### src/rtl/conv_window_ctrl_pkg.sv
// Purpose : shared types and sizing helpers for the convolution window sequencer.
// Contents: FSM state enum, output-side helper calc_p(), address-width helper
//           addr_w() and default address widths used by the memory wrappers.
package conv_pkg;

  typedef enum logic [2:0] {
    ST_IDLE  = 3'd0,
    ST_INIT  = 3'd1,
    ST_ISSUE = 3'd2,
    ST_DRAIN = 3'd3,
    ST_OUT   = 3'd4,
    ST_DONE  = 3'd5
  } state_e;

  // Output map side for an n x n input and an m x m kernel.
  function automatic int calc_p(input int n, input int m);
    return n - m + 1;
  endfunction

  // Address width for a memory of 'depth' words; never narrower than 1 bit.
  function automatic int addr_w(input int depth);
    return (depth <= 1) ? 1 : $clog2(depth);
  endfunction

  localparam int N_DEF = 8;
  localparam int M_DEF = 3;
  localparam int P_DEF = calc_p(N_DEF, M_DEF);
  localparam int X_AW  = addr_w(N_DEF * N_DEF);
  localparam int W_AW  = addr_w(M_DEF * M_DEF);
  localparam int Y_AW  = addr_w(P_DEF * P_DEF);

endpackage

### src/rtl/conv_window_ctrl_addr_gen.sv
// Purpose : window counters (i,j taps; r,c output pixel) and address arithmetic.
// Latency : addresses are combinational from the counter registers.
// Ports   : clr_i zeroes all counters, tap_adv_i steps j then i, pix_adv_i steps
//           c then r; x/w/y addresses out, last_tap_o / last_pixel_o flags.
module conv_addr_gen
  import conv_pkg::*;
#(
  parameter int N = 8,
  parameter int M = 3
) (
  input  logic                                  clk,
  input  logic                                  reset,
  input  logic                                  clr_i,
  input  logic                                  tap_adv_i,
  input  logic                                  pix_adv_i,
  output logic [addr_w(N*N)-1:0]                x_addr_o,
  output logic [addr_w(M*M)-1:0]                w_addr_o,
  output logic [addr_w(calc_p(N,M)*calc_p(N,M))-1:0] y_addr_o,
  output logic                                  last_tap_o,
  output logic                                  last_pixel_o
);

  localparam int P   = calc_p(N, M);
  localparam int XAW = addr_w(N * N);
  localparam int WAW = addr_w(M * M);
  localparam int YAW = addr_w(P * P);
  localparam int CMW = addr_w(M);
  localparam int CPW = addr_w(P);

  logic [CMW-1:0] i_q, i_d, j_q, j_d;
  logic [CPW-1:0] r_q, r_d, c_q, c_d;

  assign last_tap_o   = (int'(i_q) == M - 1) && (int'(j_q) == M - 1);
  assign last_pixel_o = (int'(r_q) == P - 1) && (int'(c_q) == P - 1);

  always_comb begin
    i_d = i_q;
    j_d = j_q;
    r_d = r_q;
    c_d = c_q;
    if (clr_i) begin
      i_d = '0;
      j_d = '0;
      r_d = '0;
      c_d = '0;
    end else begin
      if (tap_adv_i) begin
        if (int'(j_q) == M - 1) begin
          j_d = '0;
          i_d = last_tap_o ? '0 : i_q + CMW'(1);
        end else begin
          j_d = j_q + CMW'(1);
        end
      end
      // Wrapping after the last pixel leaves the counters ready for the next run.
      if (pix_adv_i) begin
        if (int'(c_q) == P - 1) begin
          c_d = '0;
          r_d = last_pixel_o ? '0 : r_q + CPW'(1);
        end else begin
          c_d = c_q + CPW'(1);
        end
      end
    end
  end

  always_ff @(posedge clk) begin
    if (!reset) begin
      i_q <= '0;
      j_q <= '0;
      r_q <= '0;
      c_q <= '0;
    end else begin
      i_q <= i_d;
      j_q <= j_d;
      r_q <= r_d;
      c_q <= c_d;
    end
  end

  assign x_addr_o = XAW'((int'(r_q) + int'(i_q)) * N + int'(c_q) + int'(j_q));
  assign w_addr_o = WAW'(int'(i_q) * M + int'(j_q));
  assign y_addr_o = YAW'(int'(r_q) * P + int'(c_q));

endmodule

### src/rtl/conv_window_ctrl.sv
// Purpose : sequences an N x N map / M x M kernel convolution through an external
//           MAC and returns (N-M+1)^2 results in row-major order.
// Latency : 1+M*M+2+1 cycles per pixel with y_ready high; first y_valid 4+M*M
//           cycles after the start cycle.
// Backpressure: y_ready low holds y_valid/y_data/y_addr, freezes addresses and
//           keeps both MAC strobes low.
// Ports   : clk/reset (sync, active-low), start/bias/busy/done control, x/w
//           memory address+data, mac_* drive and mac_out return, y_* result stream.
// Option  : CONV_WINDOW_CTRL_RELU_EN clamps negative results to zero.
module conv_window_ctrl
  import conv_pkg::*;
#(
  parameter int INW  = 16,
  parameter int OUTW = 64,
  parameter int N    = 8,
  parameter int M    = 3
) (
  input  logic                                       clk,
  input  logic                                       reset,
  input  logic                                       start,
  input  logic [INW-1:0]                             bias,
  output logic                                       busy,
  output logic                                       done,
  output logic [addr_w(N*N)-1:0]                     x_addr,
  input  logic [INW-1:0]                             x_data,
  output logic [addr_w(M*M)-1:0]                     w_addr,
  input  logic [INW-1:0]                             w_data,
  output logic [INW-1:0]                             mac_in0,
  output logic [INW-1:0]                             mac_in1,
  output logic [INW-1:0]                             mac_init_value,
  output logic                                       mac_init_acc,
  output logic                                       mac_input_valid,
  input  logic [OUTW-1:0]                            mac_out,
  output logic [OUTW-1:0]                            y_data,
  output logic [addr_w(calc_p(N,M)*calc_p(N,M))-1:0] y_addr,
  output logic                                       y_valid,
  input  logic                                       y_ready
);

  localparam int P   = calc_p(N, M);
  localparam int YAW = addr_w(P * P);

  state_e           state_q, state_d;
  logic             drain_q, drain_d;
  logic             issue_q;
  logic [INW-1:0]   bias_q;
  logic [OUTW-1:0]  y_data_q, y_data_d;
  logic [YAW-1:0]   y_addr_q, y_addr_gen;
  logic             clr, tap_adv, pix_adv, bias_load, capture;
  logic             last_tap, last_pixel;

  conv_addr_gen #(
    .N (N),
    .M (M)
  ) u_addr_gen (
    .clk          (clk),
    .reset        (reset),
    .clr_i        (clr),
    .tap_adv_i    (tap_adv),
    .pix_adv_i    (pix_adv),
    .x_addr_o     (x_addr),
    .w_addr_o     (w_addr),
    .y_addr_o     (y_addr_gen),
    .last_tap_o   (last_tap),
    .last_pixel_o (last_pixel)
  );

  always_comb begin
    state_d   = state_q;
    drain_d   = drain_q;
    clr       = 1'b0;
    tap_adv   = 1'b0;
    pix_adv   = 1'b0;
    bias_load = 1'b0;
    capture   = 1'b0;
    case (state_q)
      ST_IDLE: begin
        if (start) begin
          bias_load = 1'b1;
          clr       = 1'b1;
          state_d   = ST_INIT;
        end
      end
      ST_INIT: state_d = ST_ISSUE;
      ST_ISSUE: begin
        tap_adv = 1'b1;
        drain_d = 1'b0;
        if (last_tap) state_d = ST_DRAIN;
      end
      // First drain cycle sees the last data word; the second sees the MAC
      // register holding the complete sum, which is captured on leaving.
      ST_DRAIN: begin
        drain_d = 1'b1;
        if (drain_q) begin
          drain_d = 1'b0;
          capture = 1'b1;
          state_d = ST_OUT;
        end
      end
      ST_OUT: begin
        if (y_ready) begin
          pix_adv = 1'b1;
          state_d = last_pixel ? ST_DONE : ST_INIT;
        end
      end
      ST_DONE: state_d = ST_IDLE;
      default: state_d = ST_IDLE;
    endcase
  end

`ifdef CONV_WINDOW_CTRL_RELU_EN
  assign y_data_d = mac_out[OUTW-1] ? '0 : mac_out;
`else
  assign y_data_d = mac_out;
`endif

  always_ff @(posedge clk) begin
    if (!reset) begin
      state_q  <= ST_IDLE;
      drain_q  <= 1'b0;
      issue_q  <= 1'b0;
      bias_q   <= '0;
      y_data_q <= '0;
      y_addr_q <= '0;
    end else begin
      state_q <= state_d;
      drain_q <= drain_d;
      // Memory read latency is one cycle, so the accumulate strobe trails issue.
      issue_q <= (state_q == ST_ISSUE);
      if (bias_load) bias_q <= bias;
      if (capture) begin
        y_data_q <= y_data_d;
        y_addr_q <= y_addr_gen;
      end
    end
  end

  assign busy            = (state_q != ST_IDLE);
  assign done            = (state_q == ST_DONE);
  assign y_valid         = (state_q == ST_OUT);
  assign mac_init_acc    = (state_q == ST_INIT);
  assign mac_input_valid = issue_q;
  assign mac_init_value  = bias_q;
  assign mac_in0         = x_data;
  assign mac_in1         = w_data;
  assign y_data          = y_data_q;
  assign y_addr          = y_addr_q;

endmodule
### config.mk
export PLATFORM = sky130hd
export DESIGN_NAME = conv_window_ctrl
export DESIGN_NICKNAME = d
export VERILOG_FILES = /design/src/rtl/conv_window_ctrl_pkg.sv /design/src/rtl/conv_window_ctrl_addr_gen.sv /design/src/rtl/conv_window_ctrl.sv
export SDC_FILE = /design/constraint.sdc
export NUM_CORES = 1
export LEC_CHECK = 0
export ABC_AREA = 0
export CAP_MARGIN = 40
export CORE_MARGIN = 3
export CORE_UTILIZATION = 43
export CTS_BUF_LIST = sky130_fd_sc_hd__clkbuf_8
export CTS_CLUSTER_SIZE = 12
export DETAILED_ROUTE_END_ITERATION = 12
export GPL_ROUTABILITY_DRIVEN = 1
export PLACE_DENSITY = 0.88
export SYNTH_ARGS = -nofsm -noshare
export SYNTH_HDL_FRONTEND = slang
export SYNTH_SLANG_ARGS = --single-unit
### constraint.sdc
create_clock -name clk -period 4.43 [get_ports clk]
set_input_delay 1.329 -clock clk [delete_from_list [all_inputs] [get_ports clk]]
set_output_delay 1.329 -clock clk [all_outputs]
set_load 0.05 [all_outputs]
==> impl_results.rst <==
.. list-table::
   :header-rows: 1

   * - Metric
     - Value
   * - Status
     - complete, no violations
   * - Standby leakage power
     - 2.27 nW
   * - Worst min-delay path class
     - flop to flop
   * - Floorplan die area
     - 11800 sq um
   * - Sequential element share of the synthesized area
     - 44.8%
   * - Maximum buffer depth of the clock tree
     - 2
   * - Starting density of the core
     - between 40% and 50%
   * - Number of buffers added by the clock tree synthesis step
     - 9
   * - Data arrival time of the critical path
     - 2.87 ns
   * - Async set-reset flop share out of synthesis
     - 0%
   * - Final setup vio count
     - 0
   * - Commonest cells in the netlist
     - sky130_fd_sc_hd__nand2_1 (181), sky130_fd_sc_hd__dfxtp_1 (101), sky130_fd_sc_hd__a21boi_0 (83)
   * - Critical Path Source Type
     - flop
   * - Post-layout net count
     - 803
   * - Final cell utilization of the core
     - 63.7%
   * - Minimum clock period
     - 4.20 ns
   * - Post-CTS clock slew at the launch and capture registers of the worst setup and hold paths
     - 0.10 ns
   * - Final number of hold-violating endpoints
     - 0
   * - VDD IR-drop max
     - around 0.17 mV
   * - Fraction of final layout cells sized beyond drive strength 1
     - 3.41%
   * - Routing usage on met3
     - 5.37%
   * - Instance count of the mapped netlist
     - 534
   * - Die outline width
     - 108 um
   * - Number of iterations in the first detailed-routing pass
     - 4
   * - Worst-margin pin slew
     - around 0.84 ns
   * - Final RePlAce weighted congestion
     - 0.777
   * - Hold buffer count at cts
     - 0
   * - Instance area at placement
     - 6170 sq um
   * - Psw
     - approximately 0.44 mW
   * - Port Buffer Count
     - 184
   * - Logic pwr share
     - 13.0%
   * - GRT Max-Usage Layer
     - met2
   * - Sequential share of power
     - 53.6%
   * - Maximum clock skew at final layout
     - a little under 0.009 ns
   * - Post-CTS Repair Setup Buffers
     - 0
   * - Highest net fanout along the worst path
     - 6
   * - Mean number of vias per cell
     - 4.89
   * - Upper clock frequency limit
     - around 0.24 GHz
   * - WP data required
     - 3.10 ns
   * - Cell accounting for the most synthesized area
     - sky130_fd_sc_hd__dfxtp_1
   * - Tot GR Track Use
     - 19.4%
   * - Core box area
     - about 10000 sq um
   * - Yosys warning total
     - 0
   * - Net Sw Frac
     - 25.5%
   * - Power density over cell area
     - about 270 nW/um^2
   * - Height of the die
     - 108 um
   * - Final Cycle Share
     - 94.8%
   * - Top flip-flop cell by instance count after synthesis
     - sky130_fd_sc_hd__dfxtp_1
   * - Detailed router's first-iteration violation count
     - 123
   * - Clk sink count
     - 101
   * - First-pass GRT wire length
     - ~18000 um
   * - Nature of the critical path endpoint
     - primary output
   * - Layout overhead on the synthesized area
     - 41.0%
   * - Antenna diodes
     - 0
   * - Number of levels the H-tree was split into
     - 3
   * - Post-DR wirelength/cell
     - 14.6 um
   * - Clock Latency Late Sink
     - 0.35 ns
   * - Antenna violations before repair
     - 0
   * - Net count of the mapped netlist
     - between 600 and 700
   * - Number of cell rows
     - 36
   * - Setup repair after global routing missed its margin
     - false
   * - Via count of the first global-routing pass
     - about 3900
   * - Global route overflow
     - 0
   * - Total via count after detailed routing
     - 3946
   * - Post-synth cell types
     - 38
   * - Worst rel slew slack
     - 43.5%
   * - Count of pins over their slew limit
     - 0
   * - Largest cells by area after synthesis
     - sky130_fd_sc_hd__dfxtp_1 (45%), sky130_fd_sc_hd__nand2_1 (15%), sky130_fd_sc_hd__a21boi_0 (14%)
   * - Met2 GRT Util
     - a little over a third
   * - Finished layout cell area
     - 6370 sq um
   * - I/O pin total
     - 249
   * - Seq cells post-synth
     - between 100 and 150
   * - Maximum number of pins on one net before global-route repair
     - 69
   * - Number of max-cap violations
     - 0
   * - Clock root cell
     - sky130_fd_sc_hd__clkbuf_8
   * - Grt met1 use
     - around 21%
   * - Post-synth top area share
     - between 40% and 50%
   * - Cell with the most instances after synthesis
     - sky130_fd_sc_hd__nand2_1
   * - Power share of the clock group
     - 33.4%
   * - Setup TNS Final
     - 0 ns
   * - Count of flip-flops with a built-in enable after synthesis
     - 0
   * - Count of unresolved DRC violations after routing
     - 0
   * - DRT antenna net count
     - 0
   * - Clock tree from TritonCTS
     - done
   * - Mapped Area
     - 4520 sq um
   * - Post-cts resize count
     - 0
   * - Per-instance average area after synthesis
     - around 8.5 sq um
   * - DPL Wire Length
     - approximately 9000 um
   * - Critical path class
     - flop to primary output
   * - Aggregate routed wire length
     - ~12000 um
   * - Internal power consumption
     - between 1 and 1.5 mW
==> state kept, by name (all words and copies together), names as in the netlist <==
signal           cells
drain_q              1
mac_init_value      16
mac_input_valid      1
state_q              3
u_addr_gen.c_q       3
u_addr_gen.i_q       2
u_addr_gen.j_q       2
u_addr_gen.r_q       3
y_addr               6
y_data              64
==> routing by layer <==
| metal | wire length (um) | part of all wire, % |
|---|---|---|
| met2 | 5960 | 51 |
| met1 | 4500 | 38 |
| met3 | 914 | 7.8 |
| met5 | 0 | 0 |
| met4 | 384 | 3.3 |
==> worst max-delay path, cell delays in order (launching register included) <==
cell and delay (ns):
sky130_fd_sc_hd__dfxtp_1 0.45, sky130_fd_sc_hd__ha_1 0.19, sky130_fd_sc_hd__inv_1 0.05, sky130_fd_sc_hd__fa_1 0.48, sky130_fd_sc_hd__nor4b_1 0.36, sky130_fd_sc_hd__xnor2_1 0.17, sky130_fd_sc_hd__clkdlybuf4s50_1 0.82
==> placed cells by master (no fill, tap or decap), drive strengths merged, types with 2 or more instances in the layout <==
master / count
and2: 2
clkdlybuf4s50: 183
mux2i: 3
buf: 4
a21boi: 84
nor2: 12
ha: 12
and3b: 2
o211a: 2
nand2: 181
o21ai: 4
nand3b: 2
clkinv: 2
dfxtp: 101
o21a: 2
or3: 5
nor3: 3
inv: 16
xor2: 6
fa: 6
clkbuf: 9
xnor2: 3
a21oi: 11
nor3b: 3
nand3: 5
==> power groups by stage <==
stage	clock [mW]	combinational [mW]	sequential [mW]
after floorplan	0	0.152	0.992
after global placement	0	0.223	0.955
after detailed placement	0	0.227	0.957
after CTS	0.603	0.228	0.935
after global routing	0.640	0.240	0.939
final	0.583	0.226	0.936
==> path summary, 6_finish.rpt <==
path	startpoint	slack [ns]	depth (start not counted)	end
setup / recovery	u_addr_gen.i_q[0]$_SDFFE_PP0P_	0.23	6	x_addr[5]
hold / removal	y_data[58]$_SDFFE_PN0P_	0.47	2	y_data[58]$_SDFFE_PN0P_
setup reg to reg	state_q[0]$_SDFFE_PN0P_	2.00	5	y_data[3]$_SDFFE_PN0P_
hold reg to reg	y_data[58]$_SDFFE_PN0P_	0.47	2	y_data[58]$_SDFFE_PN0P_
==> cell families (layout without fill, tap and decap cells) <==
kind of cell	count (synthesis)	count (layout)	synth area share, %
compound gates	105	105	16.7
buf+inv	76	216	9.42
fa+ha+maj	18	18	5.99
mux	3	3	0.665
xor+xnor	9	9	1.75
flops	101	101	44.8
simple gates	222	222	20.7
==> cell type report <==
cell class                      count  area [sq um]
Timing Repair Buffer              187          1860
Multi-Input combinational cell    357          2070
Sequential cell                   101          2020
Clock inverter                      7          75.1
Fill cell                         865          3630
Tap cell                          133           166
Clock buffer                        9           124
Inverter                           13          48.8
==> metrics by stage <==
| step | setup slack [ns] | instances | hold WS, ns | power (mW) |
|---|---|---|---|---|
| after floorplan | 1.11 | 534 | 0.487 | 1.14 |
| after global placement | 0.658 | 791 | 0.439 | 1.18 |
| after detailed placement | 0.624 | 791 | 0.457 | 1.18 |
| after CTS | 0.199 | 807 | 0.472 | 1.77 |
| after global routing | 0.0925 | 807 | 0.491 | 1.82 |
| final | 0.229 | 807 | 0.466 | 1.74 |
Power figures use the tool's default switching activity.
